==> config.mk <==
export PLATFORM = sky130hd
export DESIGN_NAME = instruction_fetch
export DESIGN_NICKNAME = d
export VERILOG_FILES = /design/src/rtl/instruction_fetch.sv
export SDC_FILE = /design/constraint.sdc
export NUM_CORES = 1
export LEC_CHECK = 0
export BUFFER_PORTS_ARGS = -buffer_cell sky130_fd_sc_hd__buf_2
export CAP_MARGIN = 0
export CORE_AREA = 2 2 85 168
export DETAILED_ROUTE_END_ITERATION = 16
export DIE_AREA = 0 0 87 170
export PLACE_DENSITY = 0.74
export SLEW_MARGIN = 0
export SYNTH_ARGS = -nofsm -noshare
export SYNTH_HDL_FRONTEND = slang
export SYNTH_SLANG_ARGS = --single-unit
==> constraint.sdc <==
create_clock -name clk -period 9.45 [get_ports clk]
set_input_delay 0.945 -clock clk [delete_from_list [all_inputs] [get_ports clk]]
set_output_delay 0.945 -clock clk [all_outputs]
set_load 0.01 [all_outputs]
==> src/rtl/instruction_fetch.sv <==
// ---------------------------------------------------------------------------
// instruction_fetch
//   Front end of the pipeline. Keeps a fetch PC, reads a combinational
//   instruction memory and queues {pc, instr} pairs in a small FIFO that the
//   decode stage drains with a valid/ready handshake. A redirect flushes
//   everything except an instruction being accepted in the same cycle and
//   restarts fetching at the new target.
//
//   Optional feature (macro IFETCH_MISALIGN_CHECK_EN):
//     defined   -> a redirect to a non-word-aligned target enters FAULT,
//                  raises fetch_fault and stops fetching until an aligned
//                  redirect (or rst) arrives.
//     undefined -> the low two target bits are dropped, FAULT is never
//                  entered and fetch_fault is constant 0.
//
// Parameters
//   RESET_PC    first fetch address after reset
//   FIFO_DEPTH  fetch buffer entries (power of two, 2..8)
//
// Ports
//   clk              clock, all state changes on the rising edge
//   rst              synchronous active-high reset
//   imem_addr        fetch address to instruction memory
//   imem_rdata       instruction word for imem_addr (same cycle)
//   redirect_valid   branch/jump redirect request
//   redirect_target  new fetch address
//   if_valid         buffer head holds a valid instruction
//   if_ready         decode accepts the head this cycle
//   if_instr         instruction at the buffer head
//   if_pc            address of if_instr
//   fetch_fault      misaligned-redirect fault flag
// ---------------------------------------------------------------------------
module instruction_fetch #(
  parameter logic [31:0] RESET_PC   = 32'h0000_0000,
  parameter int          FIFO_DEPTH = 2
) (
  input  logic        clk,
  input  logic        rst,
  output logic [31:0] imem_addr,
  input  logic [31:0] imem_rdata,
  input  logic        redirect_valid,
  input  logic [31:0] redirect_target,
  output logic        if_valid,
  input  logic        if_ready,
  output logic [31:0] if_instr,
  output logic [31:0] if_pc,
  output logic        fetch_fault
);

  localparam int PTR_W = $clog2(FIFO_DEPTH);
  localparam logic [PTR_W:0] PTR_ONE = (PTR_W + 1)'(1);

  typedef enum logic {
    RUN,
    FAULT
  } state_e;

  state_e          state_q, state_d;
  logic [31:0]     fetch_pc_q, fetch_pc_d;
  logic [PTR_W:0]  wr_ptr_q, wr_ptr_d;
  logic [PTR_W:0]  rd_ptr_q, rd_ptr_d;

  logic [31:0]     pc_mem    [FIFO_DEPTH];
  logic [31:0]     instr_mem [FIFO_DEPTH];

  logic            fifo_empty;
  logic            fifo_full;
  logic            transfer;
  logic            do_write;
  logic [31:0]     target;
  logic            target_misaligned;

`ifdef IFETCH_MISALIGN_CHECK_EN
  assign target            = redirect_target;
  assign target_misaligned = (redirect_target[1:0] != 2'b00);
  assign fetch_fault       = (state_q == FAULT);
`else
  // Low bits are simply dropped, so a misaligned target can never fault.
  assign target            = redirect_target & 32'hFFFF_FFFC;
  assign target_misaligned = 1'b0;
  assign fetch_fault       = 1'b0;
`endif

  // Pointers carry one extra wrap bit: equal pointers mean empty, equal
  // index with differing wrap bits means full.
  assign fifo_empty = (wr_ptr_q == rd_ptr_q);
  assign fifo_full  = (wr_ptr_q[PTR_W] != rd_ptr_q[PTR_W]) &&
                      (wr_ptr_q[PTR_W-1:0] == rd_ptr_q[PTR_W-1:0]);

  assign if_valid  = !fifo_empty;
  assign if_pc     = pc_mem[rd_ptr_q[PTR_W-1:0]];
  assign if_instr  = instr_mem[rd_ptr_q[PTR_W-1:0]];
  assign transfer  = if_valid && if_ready;
  assign imem_addr = fetch_pc_q;

  // Next-state logic. A redirect wins over fetching: the accepted head (if
  // any) has already left through the handshake, so resetting both
  // pointers drops only the entries that were still waiting.
  always_comb begin
    state_d    = state_q;
    fetch_pc_d = fetch_pc_q;
    wr_ptr_d   = wr_ptr_q;
    rd_ptr_d   = rd_ptr_q;
    do_write   = 1'b0;

    if (redirect_valid) begin
      wr_ptr_d   = '0;
      rd_ptr_d   = '0;
      fetch_pc_d = target;
      state_d    = target_misaligned ? FAULT : RUN;
    end else begin
      if (transfer) begin
        rd_ptr_d = rd_ptr_q + PTR_ONE;
      end
      // A full buffer can still take a word when the head leaves this cycle.
      if ((state_q == RUN) && (!fifo_full || transfer)) begin
        do_write   = 1'b1;
        wr_ptr_d   = wr_ptr_q + PTR_ONE;
        fetch_pc_d = fetch_pc_q + 32'd4;
      end
    end
  end

  // Control state register with synchronous reset.
  always_ff @(posedge clk) begin
    if (rst) begin
      state_q    <= RUN;
      fetch_pc_q <= RESET_PC;
      wr_ptr_q   <= '0;
      rd_ptr_q   <= '0;
    end else begin
      state_q    <= state_d;
      fetch_pc_q <= fetch_pc_d;
      wr_ptr_q   <= wr_ptr_d;
      rd_ptr_q   <= rd_ptr_d;
    end
  end

  // Buffer storage needs no reset; the pointers decide what is valid.
  always_ff @(posedge clk) begin
    if (do_write && !rst) begin
      pc_mem[wr_ptr_q[PTR_W-1:0]]    <= fetch_pc_q;
      instr_mem[wr_ptr_q[PTR_W-1:0]] <= imem_rdata;
    end
  end

endmodule

---- Word-level counts from Yosys, hierarchy flattened ----
Memories as Yosys holds them, arrays and structs flattened. A register that Yosys moved wholly into a read port is not among the register bits.
Index checks and enable logic that the tools add are counted.
word-level totals
  input port bits ......................... 68
  output and inout port bits .............. 98
  register bits ........................... 36
  bits in writable memories ............... 128
  word-level logic and storage cells ...... 31
  memories kept ........................... 2
cells by class
  reduce and logical (&&, ||, !) cells .... 9
  equal/unequal tests ..................... 3
  add/subtract/negate cells ............... 3
  muxes and demuxes ....................... 10
memories
  name       words  bits a word  read ports  clocked after memory_dff  write ports  RTL line  text
  instr_mem  2      32           1           1                         1            64        logic [31:0] instr_mem [FIFO_DEPTH];
  pc_mem     2      32           1           1                         1            63        logic [31:0] pc_mem [FIFO_DEPTH];
operators by type and width
  kind                     count
  $mux W32                 2
  $add A32 B3 Y32 const B  1
  $mux W1                  8
  $add A2 B1 Y2 const B    2
  $logic_and A1 B1 Y1      3
  $logic_not A1 Y1         3
  $eq A2 B2 Y1             1
  $reduce_bool A2 Y1       1
  $reduce_or A2 Y1         1
  $eq A1 B1 Y1             1
  $logic_or A1 B1 Y1       1
  $ne A1 B1 Y1             1

---- Logic depth before layout (Yosys ltp) ----
Gate-level depths: netlist (run 1).
  depth in word-level cells ............... 9
  depth in mapped cells ................... 6
  gate-level depth less buffers ........... 5

---- Worst setup path after synthesis (run 1) ----
No wires, ideal clock.
  path type ............................... in2reg
  start point ............................. in redirect_valid
  end point ............................... mem instr_mem[0][0], enable pin
  slack ................................... 1499 ps
  data arrival time ....................... 7316 ps
  setup time .............................. 635 ps
  data required time ...................... 8815 ps
  stages .................................. 3
  cell sequence ........................... clkbuf_1 -> clkbuf_1 -> nor4_1
between the ends
  longest elaborated chain between the ends .. 4
RTL lines
  element                        RTL line  text
  from (decl)                    41        input logic redirect_valid,
  $mux W1                        106       if (redirect_valid) begin
  $logic_and A1 B1 Y1            141       if (do_write && !rst) begin
  $mux W1                        141
  $mux W1 (not written as such)  143       instr_mem[wr_ptr_q[PTR_W-1:0]] <= imem_rdata;
  to (decl)                      64
No other way between the ends.

==> key figures, run 1 <==
Worst hold path
  – Hold WC Path Type: flop to flop

STA
  – Final Critical Period: a little under 3 ns
  – Clk_skew: 0.0136 ns
  – Worst Max-Slew Pin Slew: 0.958 ns
  – Sum of negative setup slack: 0 ns
  – Slew Limit Fails: 0
  – Final setup fails: 0
  – Final Hold Viols: 0
  – Slew headroom: 0.357
  – RSZ-0062 raised after global routing: no
  – Crit share post-route: 0.309
  – F_max: 343 MHz

Clocking
  – # clock sinks: 159
  – Htree depth: 4
  – Total CTS buffers: 17
  – CTS Hold Bufs: 0
  – CTS Buffer Depth: 2
  – Clock Root Buffer: clkbuf_16
  – Clock-pin slew on the worst setup and hold paths: approximately 0.070 ns
  – CTS tree: done
  – Setup Fix Bufs, Post-CTS: 0
  – Worst skew pair latency: 0.42 ns
  – PostCTS Resize Cnt: 0

Power and ir drop
  – Pwr dens: 193 nW/µm²
  – Psw: 0.370 mW
  – Clock Power Share: 0.398
  – Peak supply drop: 0.000124 V
  – Pint: 1.18 mW
  – Sw Ratio: 0.239
  – Reg power frac: 0.522
  – Pleak: 2.94 nW
  – Comb power frac: 0.080

Synthesis
  – Register area share after synthesis: 0.669
  – Avg Cell Area, Syn: between 10 and 15 µm²
  – Post-Synthesis Cells: 456
  – Ys flop type: edfxtp_1
  – Area share of the largest cell type after synthesis: 0.563
  – Synthesized flop and latch total: 159
  – Mapped Area: 6610 µm²
  – Yosys synthesis warning count: 0
  – Commonest cells post-synth: 124 x edfxtp_1, 62 x mux2_2, 35 x dfxtp_1, 27 x nor2_1, 20 x clkbuf_1
  – Synth area leader: edfxtp_1
  – Number of library cell types mapped by synthesis: 49
  – Area contributors post-synth: edfxtp_1 56%, dfxtp_1 11%, mux2_2 11%, a311oi_1 1.9%, nor2_1 1.5%
  – Count leader, synth: edfxtp_1
  – Post-synth EDFFs: 124
  – Synth async-reset ratio: 0

Critical path
  – Crit path kind: flop to output port
  – Startpoint class of the critical path: flop
  – CP max FO: 62
  – Req. time, crit path: 8.51 ns
  – Worst Setup End Kind: output port
  – CP arrival: about 2 ns

Detailed routing
  – Drt via density: 5.79
  – DRC violations left: 0
  – Antenna Violating Nets Remaining: 0
  – WL per Instance: between 15 and 20 µm
  – DRT iter0 DRCs: 179
  – Routed vias: 4495
  – Routed WL: roughly 15 mm
  – Drt first pass iters: 5

Cells and area
  – Fraction of layout cells with a size suffix above 1: 0.420
  – # diodes: 0
  – Final net count: 678
  – Area grow syn2layout: 21.5%
  – End-of-flow core utilization: 0.598

GRT
  – Overflow after GRT: 0
  – First-pass GRT wire length: 23.1 mm
  – Number of antenna violations at the first check in global routing: 0
  – Total Routing Usage GR: 0.204
  – Largest net degree at the start of global routing: between 60 and 70
  – Vias in the first global route: around 4700

Floorplan
  – Ports: around 170
  – Die extent in y: 170 µm
  – Site row count: 60
  – Core Footprint: ~13000 µm²
  – Die area: 14800 µm²
  – Starting density of the core: 0.492
  – Die W: 87 µm

Outcome
  – Status: completed

Placed design
  – Placer Congestion: 0.883
  – Detailed Place HPWL: 9.94 mm
  – Port bufs: between 150 and 200

Job
  – Maxcap violations: 0
[cell families (layout without fill, tap and decap cells)]
kind of cell	Yosys count	in the layout	share of synthesized area
AND/OR/NAND/NOR	109	109	0.0920
XOR/XNOR	11	11	0.0169
flip-flops	159	159	0.669
adder cells (fa/ha/maj)	1	1	0.00189
other	1	5	0.000567
multiplexers	62	62	0.106
AO/OA/AOI/OAI	71	71	0.0850
buffers and inverters	42	203	0.0286
[state kept, by name (all words and copies together), names as in the netlist, named ones only]
signal	flops
instr_mem	64
pc_mem	60
imem_addr	30
rd_ptr_q	2
wr_ptr_q	2
[power groups by stage]
stage	Clock (mW)	Sequential (mW)	Combinational [mW]
floorplan	0	0.821	0.0706
global placement	0	0.821	0.121
detailed placement	0	0.823	0.125
CTS	0.632	0.808	0.125
global route	0.662	0.811	0.136
finish	0.617	0.808	0.124
[layout by cell type (no fill, tap or decap), types with 3 or more instances in the layout]
| cell type | Yosys | routed |
|---|---|---|
| buf_2 | 4 | 158 |
| edfxtp_1 | 124 | 124 |
| mux2_2 | 62 | 62 |
| dfxtp_1 | 35 | 34 |
| nor2_1 | 27 | 27 |
| clkbuf_16 | 0 | 17 |
| a311oi_1 | 14 | 14 |
| o31ai_1 | 13 | 13 |
| nand2_1 | 12 | 12 |
| or4_1 | 12 | 12 |
| inv_1 | 10 | 10 |
| nand4_1 | 9 | 9 |
| o21ai_0 | 9 | 9 |
| a211oi_1 | 9 | 9 |
| nand3_1 | 8 | 8 |
| or3_1 | 7 | 7 |
| nor4_1 | 7 | 6 |
| and4_1 | 5 | 5 |
| o311ai_1 | 5 | 5 |
| xor2_1 | 5 | 5 |
| nor3_1 | 5 | 5 |
| conb_1 | 1 | 5 |
| inv_6 | 0 | 5 |
| xnor2_1 | 4 | 4 |
| and3_1 | 5 | 4 |
| nor2b_1 | 4 | 4 |
| o41a_1 | 4 | 4 |
| clkinvlp_4 | 0 | 4 |
| buf_4 | 5 | 4 |
| a31oi_1 | 3 | 3 |
| and2_1 | 3 | 3 |
| o31a_1 | 3 | 3 |
[area by class of cell]
type,count,area [µm²]
fillers,1075,5410
clock buffers,18,429
repair buffers,162,821
flip-flops and latches,159,4430
multi-input cells,259,2020
well taps,155,194
clock inverters,13,106
inverters,10,37.5
[layer usage]
metal / routed length, µm / global-route usage
met1: 5280 / 0.211
met2: 8010 / 0.364
met3: 707 / 0.0485
met4: 605 / 0.115
met5: 0 / 0
[final timing paths]
check / startpoint / to / slack (ns) / cells past startpoint
setup / recovery: flop / if_pc[4] / 6.53 / 3
setup reg to reg: wr_ptr_q[0] / pc_mem[0][24] / 6.70 / 4
hold reg to reg: imem_addr[31] / pc_mem[1][31] / 0.53 / 0
hold / removal: imem_addr[31] / pc_mem[1][31] / 0.53 / 0
[stage by stage]
stage / worst slack (ns) / cells / hold WS, ns / power, mW / cell area (µm²)
2_1_floorplan: 1.50 / 460 / 0.515 / 0.891 / 6620
3_3_place_gp: 6.69 / 745 / 0.506 / 0.941 / 7500
3_5_place_dp: 6.61 / 745 / 0.522 / 0.948 / 7500
4_1_cts: 6.50 / 776 / 0.542 / 1.57 / 8030
5_1_grt: 6.43 / 776 / 0.540 / 1.61 / 8030
6_report: 6.53 / 776 / 0.534 / 1.55 / 8030
[critical path, cell delays in order, from the launching register on]
cell	delay [ns]
dfxtp_2	0.31
buf_4	0.61
mux2_2	0.44
buf_2	0.15
No activity file was read; power rests on OpenSTA's default activity.
==> run 2: changes to the inputs <==
- clock period: 9.45 -> 2.9 ns (I/O delays scaled with it)
==> run 2 against run 1 <==
Net effect: worst hold slack got worse by 0.47 ns; count of clock-buffer cells in the layout unchanged; sequential share of layout area decreased by 0.84 points; final area increased by 1.6%; critical endpoint is now if_pc[24]; power increased to 3.3 times the previous value; final cell count increased by 0.39%.
==> key figures, run 2 (synthesis results as in run 1) <==
Clocking
  – Htree depth: 4 (unchanged)
  – Total CTS buffers: 17 (unchanged)
  – PostCTS Resize Cnt: 0 (unchanged)
  – Clock-pin slew on the worst setup and hold paths: 0.07 ns (about the same)
  – Worst skew pair latency: 0.41 ns (about the same)
  – # clock sinks: 159 (unchanged)
  – Setup Fix Bufs, Post-CTS: 0 (unchanged)
  – CTS Hold Bufs: 0 (unchanged)
  – CTS Buffer Depth: 2 (unchanged)
  – CTS tree: done
  – Clock Root Buffer: clkbuf_16

STA
  – Worst Max-Slew Pin Slew: 0.940 ns (-0.0179 ns)
  – Final setup fails: 0 (unchanged)
  – Final Hold Viols: 0 (unchanged)
  – Slew headroom: 0.369 (+0.0120)
  – Crit share post-route: 0.781
  – Clk_skew: 0.00800 ns (-0.00557 ns)
  – Slew Limit Fails: 0 (unchanged)
  – F_max: roughly 440 MHz
  – Setup WS post-layout: 0.634 ns (-5.90 ns)
  – RSZ-0062 raised after global routing: no
  – Final Critical Period: between 2 and 2.5 ns

Detailed routing
  – WL per Instance: 18.8 µm (-0.15%)
  – Drt via density: 5.72 (-1.2%)
  – DRT iter0 DRCs: 229 (+28%)
  – Routed vias: 4459 (-0.80%)
  – DRC violations left: 0 (unchanged)
  – Antenna Violating Nets Remaining: 0 (unchanged)
  – Drt first pass iters: 5 (unchanged)
  – Routed WL: 14.6 mm (+0.23%)

GRT
  – Largest net degree at the start of global routing: 63 (unchanged)
  – Overflow after GRT: 0 (unchanged)
  – First-pass GRT wire length: 22.6 mm (-1.9%)
  – Vias in the first global route: 4597 (-2.5%)
  – Number of antenna violations at the first check in global routing: 0 (unchanged)
  – Total Routing Usage GR: 0.202 (-0.00226)

Floorplan
  – Die W: 87 µm (unchanged)
  – Starting density of the core: 0.492 (unchanged)
  – Ports: 166 (unchanged)
  – Die extent in y: 170 µm (unchanged)
  – Core Footprint: 13400 µm² (unchanged)
  – Die area: 14800 µm² (unchanged)
  – Site row count: 60 (unchanged)

Outcome
  – Status: completed

Placed design
  – Port bufs: 158 (unchanged)
  – Dpl ws: 0.742 ns (-5.87 ns)
  – Detailed Place HPWL: 10.1 mm (+1.4%)
  – Placer Congestion: 0.816 (-7.6%)

Power and ir drop
  – Pwr Total: 5.18 mW (+230%)
  – Pwr dens: 635 nW/µm² (+230%)
  – Pleak: 2.98 nW (+1.5%)
  – Peak supply drop: 0.000424 V (+240%)

Critical path
  – Crit path kind: flop to output port
  – CP arrival: 1.98 ns (about the same)
  – R2r endpoint: instr_mem[0][3]
  – Req. time, crit path: 2.61 ns (-5.90 ns)
  – Worst Setup End Kind: output port
  – CP max FO: 40 (-35%)
  – Internal reg-to-reg setup slack: 0.73 ns (-5.97 ns)
  – Reg-to-Reg Start: wr_ptr_q[0]
  – Worst Reg-to-Reg Cells: 4 (unchanged)
  – Startpoint class of the critical path: flop

Worst hold path
  – HP Start: imem_rdata[18]
  – Cells on Worst Hold Path: 1 (+1)
  – Hold WC Path Type: primary input to flop
  – Hold EP: instr_mem[1][18]

Cells and area
  – Most frequent cells in the layout: 158 x buf_2, 124 x edfxtp_1, 62 x mux2_2, 31 x dfxtp_1, 27 x nor2_1
  – Max reg flops: 64 (unchanged)
  – Area taken by multi-input logic gates: 2060 µm² (+1.9%)
  – Final net count: 680 (+0.29%)
  – Register area: 4430 µm² (about the same)
  – Most common cell after layout, fill and taps aside: buf_2
  – End-of-flow core utilization: 0.607 (+0.00978)
  – Area grow syn2layout: 23.5%
  – # diodes: 0 (unchanged)
  – Fraction of layout cells with a size suffix above 1: 0.429 (+0.00920)
  – Fillers: 1070 (-0.47%)

Job
  – Maxcap violations: 0 (unchanged)
[run 2: power breakdown]
part	total [mW]	internal (mW)	switching [mW]
Clock	2.13	1.21	0.921
Sequential	2.64	2.56	0.0791
Combinational	0.414	0.185	0.229
[run 2: critical path, stage by stage, from the launching register on]
cell	delay (ns)
dfxtp_2	0.71
buf_12	0.30
mux2_2	0.38
buf_2	0.14
[run 2: area by class of cell]
cell class,count,share of cell area
sequential,159,0.543
multi-input combinational,259,0.252
timing repair buffer,164,0.107
clock buffer,18,0.0526
tap,155,0.0238
clock inverter,14,0.0176
inverter,10,0.00460
[run 2: metal layers]
| metal | up-vias | GRT usage | routed length, µm |
|---|---|---|---|
| li1 | 2105 | - | - |
| met1 | 2150 | 0.213 | 5150 |
| met2 | 173 | 0.360 | 8190 |
| met3 | 31 | 0.0495 | 851 |
| met4 | 0 | 0.104 | 439 |
| met5 | - | 0 | 0 |
[run 2: how the worst max path moves through the flow]
stage	from	to	slack, ns	cells after the start
final	flop	if_pc[24]	0.63	3
after global routing	flop	if_pc[24]	0.50	3
after CTS	flop	if_instr[15]	0.58	3
after detailed placement	wr_ptr_q[0]	pc_mem[0][30]	0.74	4
after global placement	wr_ptr_q[0]	pc_mem[0][28]	0.80	4
after floorplan	wr_ptr_q[0]	instr_mem[0][0]	-0.52	5
[run 2: per-stage QoR]
| stage | cells | hold WS [ns] | TNS (ns) | area (µm²) |
|---|---|---|---|---|
| 6_report | 779 | 0.0635 | 0 | 8160 |
| 5_1_grt | 779 | 0.0391 | 0 | 8160 |
| 4_1_cts | 779 | 0.0440 | 0 | 8160 |
| 3_5_place_dp | 747 | 0.483 | 0 | 7590 |
| 3_3_place_gp | 747 | 0.479 | 0 | 7590 |
| 2_1_floorplan | 460 | 0.389 | -32.41 | 6690 |
==> run 3: changes to the inputs <==
- CORE_AREA: 2 2 85 168 -> 2 2 86 171
- DIE_AREA: 0 0 87 170 -> 0 0 88 173
- PLACE_DENSITY: 0.74 -> 0.75
- clock period: 2.9 -> 1.9 ns (I/O delays scaled with it)
==> run 3 against run 2 <==
Net effect: non-clock buffer count up 75; global-route usage up 1.4 points; clock skew up 0.0018 ns; setup slack worse by 0.57 ns; register-to-register slack worse by 0.67 ns.
==> key figures, run 3 (synthesis results as in run 1) <==
Outcome
  – Status: completed

Floorplan
  – Core Footprint: 13800 µm² (+2.8%)
  – Ports: 166 (unchanged)
  – Starting density of the core: 0.478 (-0.0134)
  – Die area: 15200 µm² (+2.9%)
  – Die extent in y: 173 µm (+1.8%)
  – Die W: 88 µm (+1.1%)
  – Site row count: 61 (+1.7%)

Critical path
  – Worst path cell trace: xnor2_4, nor3_4, buf_4, or4_1, o2111a_1
  – Worst Setup End Kind: flop
  – Startpoint class of the critical path: flop
  – R2r endpoint: imem_addr[26]
  – Crit-path slowest cell: or4_1
  – Reg-to-Reg Start: rd_ptr_q[1]
  – Worst Reg-to-Reg Cells: 5 (+1)
  – CP arrival: 2.15 ns (+0.17 ns)
  – Critical Path Max Stage Delay: 0.51 ns (-0.20 ns)
  – Crit path kind: flop to flop
  – Internal reg-to-reg setup slack: 0.06 ns (-0.67 ns)
  – Req. time, crit path: 2.21 ns (-0.40 ns)
  – CP max FO: 12 (-70%)

Worst hold path
  – Hold WC Path Type: primary input to flop
  – HP Start: redirect_target[3]
  – Hold EP: imem_addr[3]
  – Cells on Worst Hold Path: 3 (+2)

Cells and area
  – End-of-flow core utilization: 0.647 (+0.0395)
  – Final net count: 755 (+11%)
  – Fillers: 1062 (-0.75%)
  – Most frequent cells in the layout: 158 x buf_2, 124 x edfxtp_1, 62 x mux2_2, 44 x buf_4, 32 x dlygate4sd3_1
  – # diodes: 0 (unchanged)
  – Most common cell after layout, fill and taps aside: buf_2
  – Area taken by multi-input logic gates: 2120 µm² (+3.3%)
  – Max reg flops: 64 (unchanged)
  – Fraction of layout cells with a size suffix above 1: 0.458 (+0.0283)
  – Area grow syn2layout: 35.2%
  – Register area: 4430 µm² (+0.11%)

STA
  – Slew Limit Fails: 0 (unchanged)
  – Hold WS: 0.0365 ns (-0.0270 ns)
  – Worst Max-Slew Pin Slew: 0.620 ns (-0.320 ns)
  – Final Hold Viols: 0 (unchanged)
  – RSZ-0062 raised after global routing: yes
  – Final setup fails: 0 (unchanged)
  – Crit share post-route: 0.968
  – F_max: 544 MHz
  – Final Critical Period: roughly 1.8 ns
  – Slew headroom: 0.587 (+0.217)
  – Clk_skew: 0.00981 ns (+0.00180 ns)

Detailed routing
  – DRT iter0 DRCs: 216 (-5.7%)
  – Routed vias: 4846 (+8.7%)
  – Drt first pass iters: 4 (-1)
  – Routed WL: 16.5 mm (+12%)
  – WL per Instance: 18.5 µm (-1.4%)
  – Drt via density: 5.46 (-4.7%)
  – DRC violations left: 0 (unchanged)
  – Antenna Violating Nets Remaining: 0 (unchanged)

Clocking
  – Clock Root Buffer: clkbuf_16
  – # clock sinks: 159 (unchanged)
  – CTS tree: done
  – Htree depth: 4 (unchanged)
  – Clock-pin slew on the worst setup and hold paths: 0.06 ns (about the same)
  – Worst skew pair latency: 0.42 ns (about the same)
  – Total CTS buffers: 17 (unchanged)
  – CTS Buffer Depth: 2 (unchanged)

Placed design
  – Port bufs: 158 (unchanged)
  – Detailed Place HPWL: 10.6 mm (+5.6%)
  – Placer Congestion: 0.913 (+12%)

GRT
  – Vias in the first global route: 5029 (+9.4%)
  – Largest net degree at the start of global routing: 63 (unchanged)
  – Overflow after GRT: 0 (unchanged)
  – Number of antenna violations at the first check in global routing: 0 (unchanged)
  – First-pass GRT wire length: 25.0 mm (+10%)
  – Total Routing Usage GR: 0.215 (+0.0136)

Job
  – Maxcap violations: 0 (unchanged)

Power and ir drop
  – Pwr dens: 895 nW/µm² (+41%)
  – Peak supply drop: 0.000655 V (+55%)
  – Pwr Total: 7.99 mW (+54%)
  – Pleak: 3.36 nW (+12%)
-- run 3: cell types whose count changed in the layout (fill, tap and decap cells not counted), moves of 4 or more --
cell,change
buf_4,+41
clkbuf_1,+4
clkinvlp_4,-4
dfxtp_1,-4
dfxtp_2,+4
dlygate4sd3_1,+32
inv_6,-6
-- run 3: where the power goes --
part / switching [mW] / internal (mW) / leakage, nW
sequential: 0.0774 / 3.91 / 1.44
combinational: 0.435 / 0.386 / 1.64
clock: 1.27 / 1.92 / 0.279
-- run 3: worst max-delay path by stage --
| stage | startpoint | to | slack, ns |
|---|---|---|---|
| 6_report | rd_ptr_q[1] | imem_addr[26] | 0.06 |
| 5_1_grt | rd_ptr_q[1] | imem_addr[8] | -0.03 |
| 4_1_cts | rd_ptr_q[1] | imem_addr[12] | 0.01 |
| 3_5_place_dp | imem_addr[2] | imem_addr[22] | -0.07 |
| 3_3_place_gp | imem_addr[2] | imem_addr[24] | 0.03 |
| 2_1_floorplan | wr_ptr_q[0] | instr_mem[0][0] | -1.52 |
-- run 3: repair_timing --
action / 4_1_cts / 5_1_grt
hold buffers: 32 / 0
pin swaps: 0 / 3
setup buffers: 0 / 3
cloned: 0 / 2
endpoints found under the setup margin: 7 / 134
resized for setup: 4 / 17
hold endpoints to repair: 64 / 0
-- run 3: cell type report --
class                      instances  share of cell area
clock buffer                      27              0.0599
clock inverter                     5             0.00280
inverter                          10             0.00420
multi-input combinational        259               0.238
sequential                       159               0.496
tap                              189              0.0265
timing repair buffer             239               0.173
-- run 3: worst max-delay path, delay by kind of cell, from the launching register on --
kind | cells | cell delay (ns)
XOR/XNOR | 1 | 0.30
AO/OA/AOI/OAI | 1 | 0.26
AND/OR/NAND/NOR | 2 | 0.60
buffers and inverters | 1 | 0.19
flip-flops | 1 | 0.37
-- run 3: layer usage --
layer | vias to the layer above | GRT usage | routed length, µm
met1 | 2376 | 0.220 | 5890
met5 | - | 0 | 0
met4 | 0 | 0.110 | 486
met2 | 184 | 0.392 | 9270
met3 | 35 | 0.0477 | 807
li1 | 2251 | - | -
-- run 3: metrics by stage --
stage	setup slack [ns]	area, µm²	setup TNS [ns]	instances
global placement	0.0300	7920	0	819
detailed placement	-0.0684	7920	-0.238	819
CTS	0.0143	8820	0	883
global route	-0.0306	8940	-0.556	888
floorplan	-1.52	6690	-116.92	460
finish	0.0606	8940	0	888
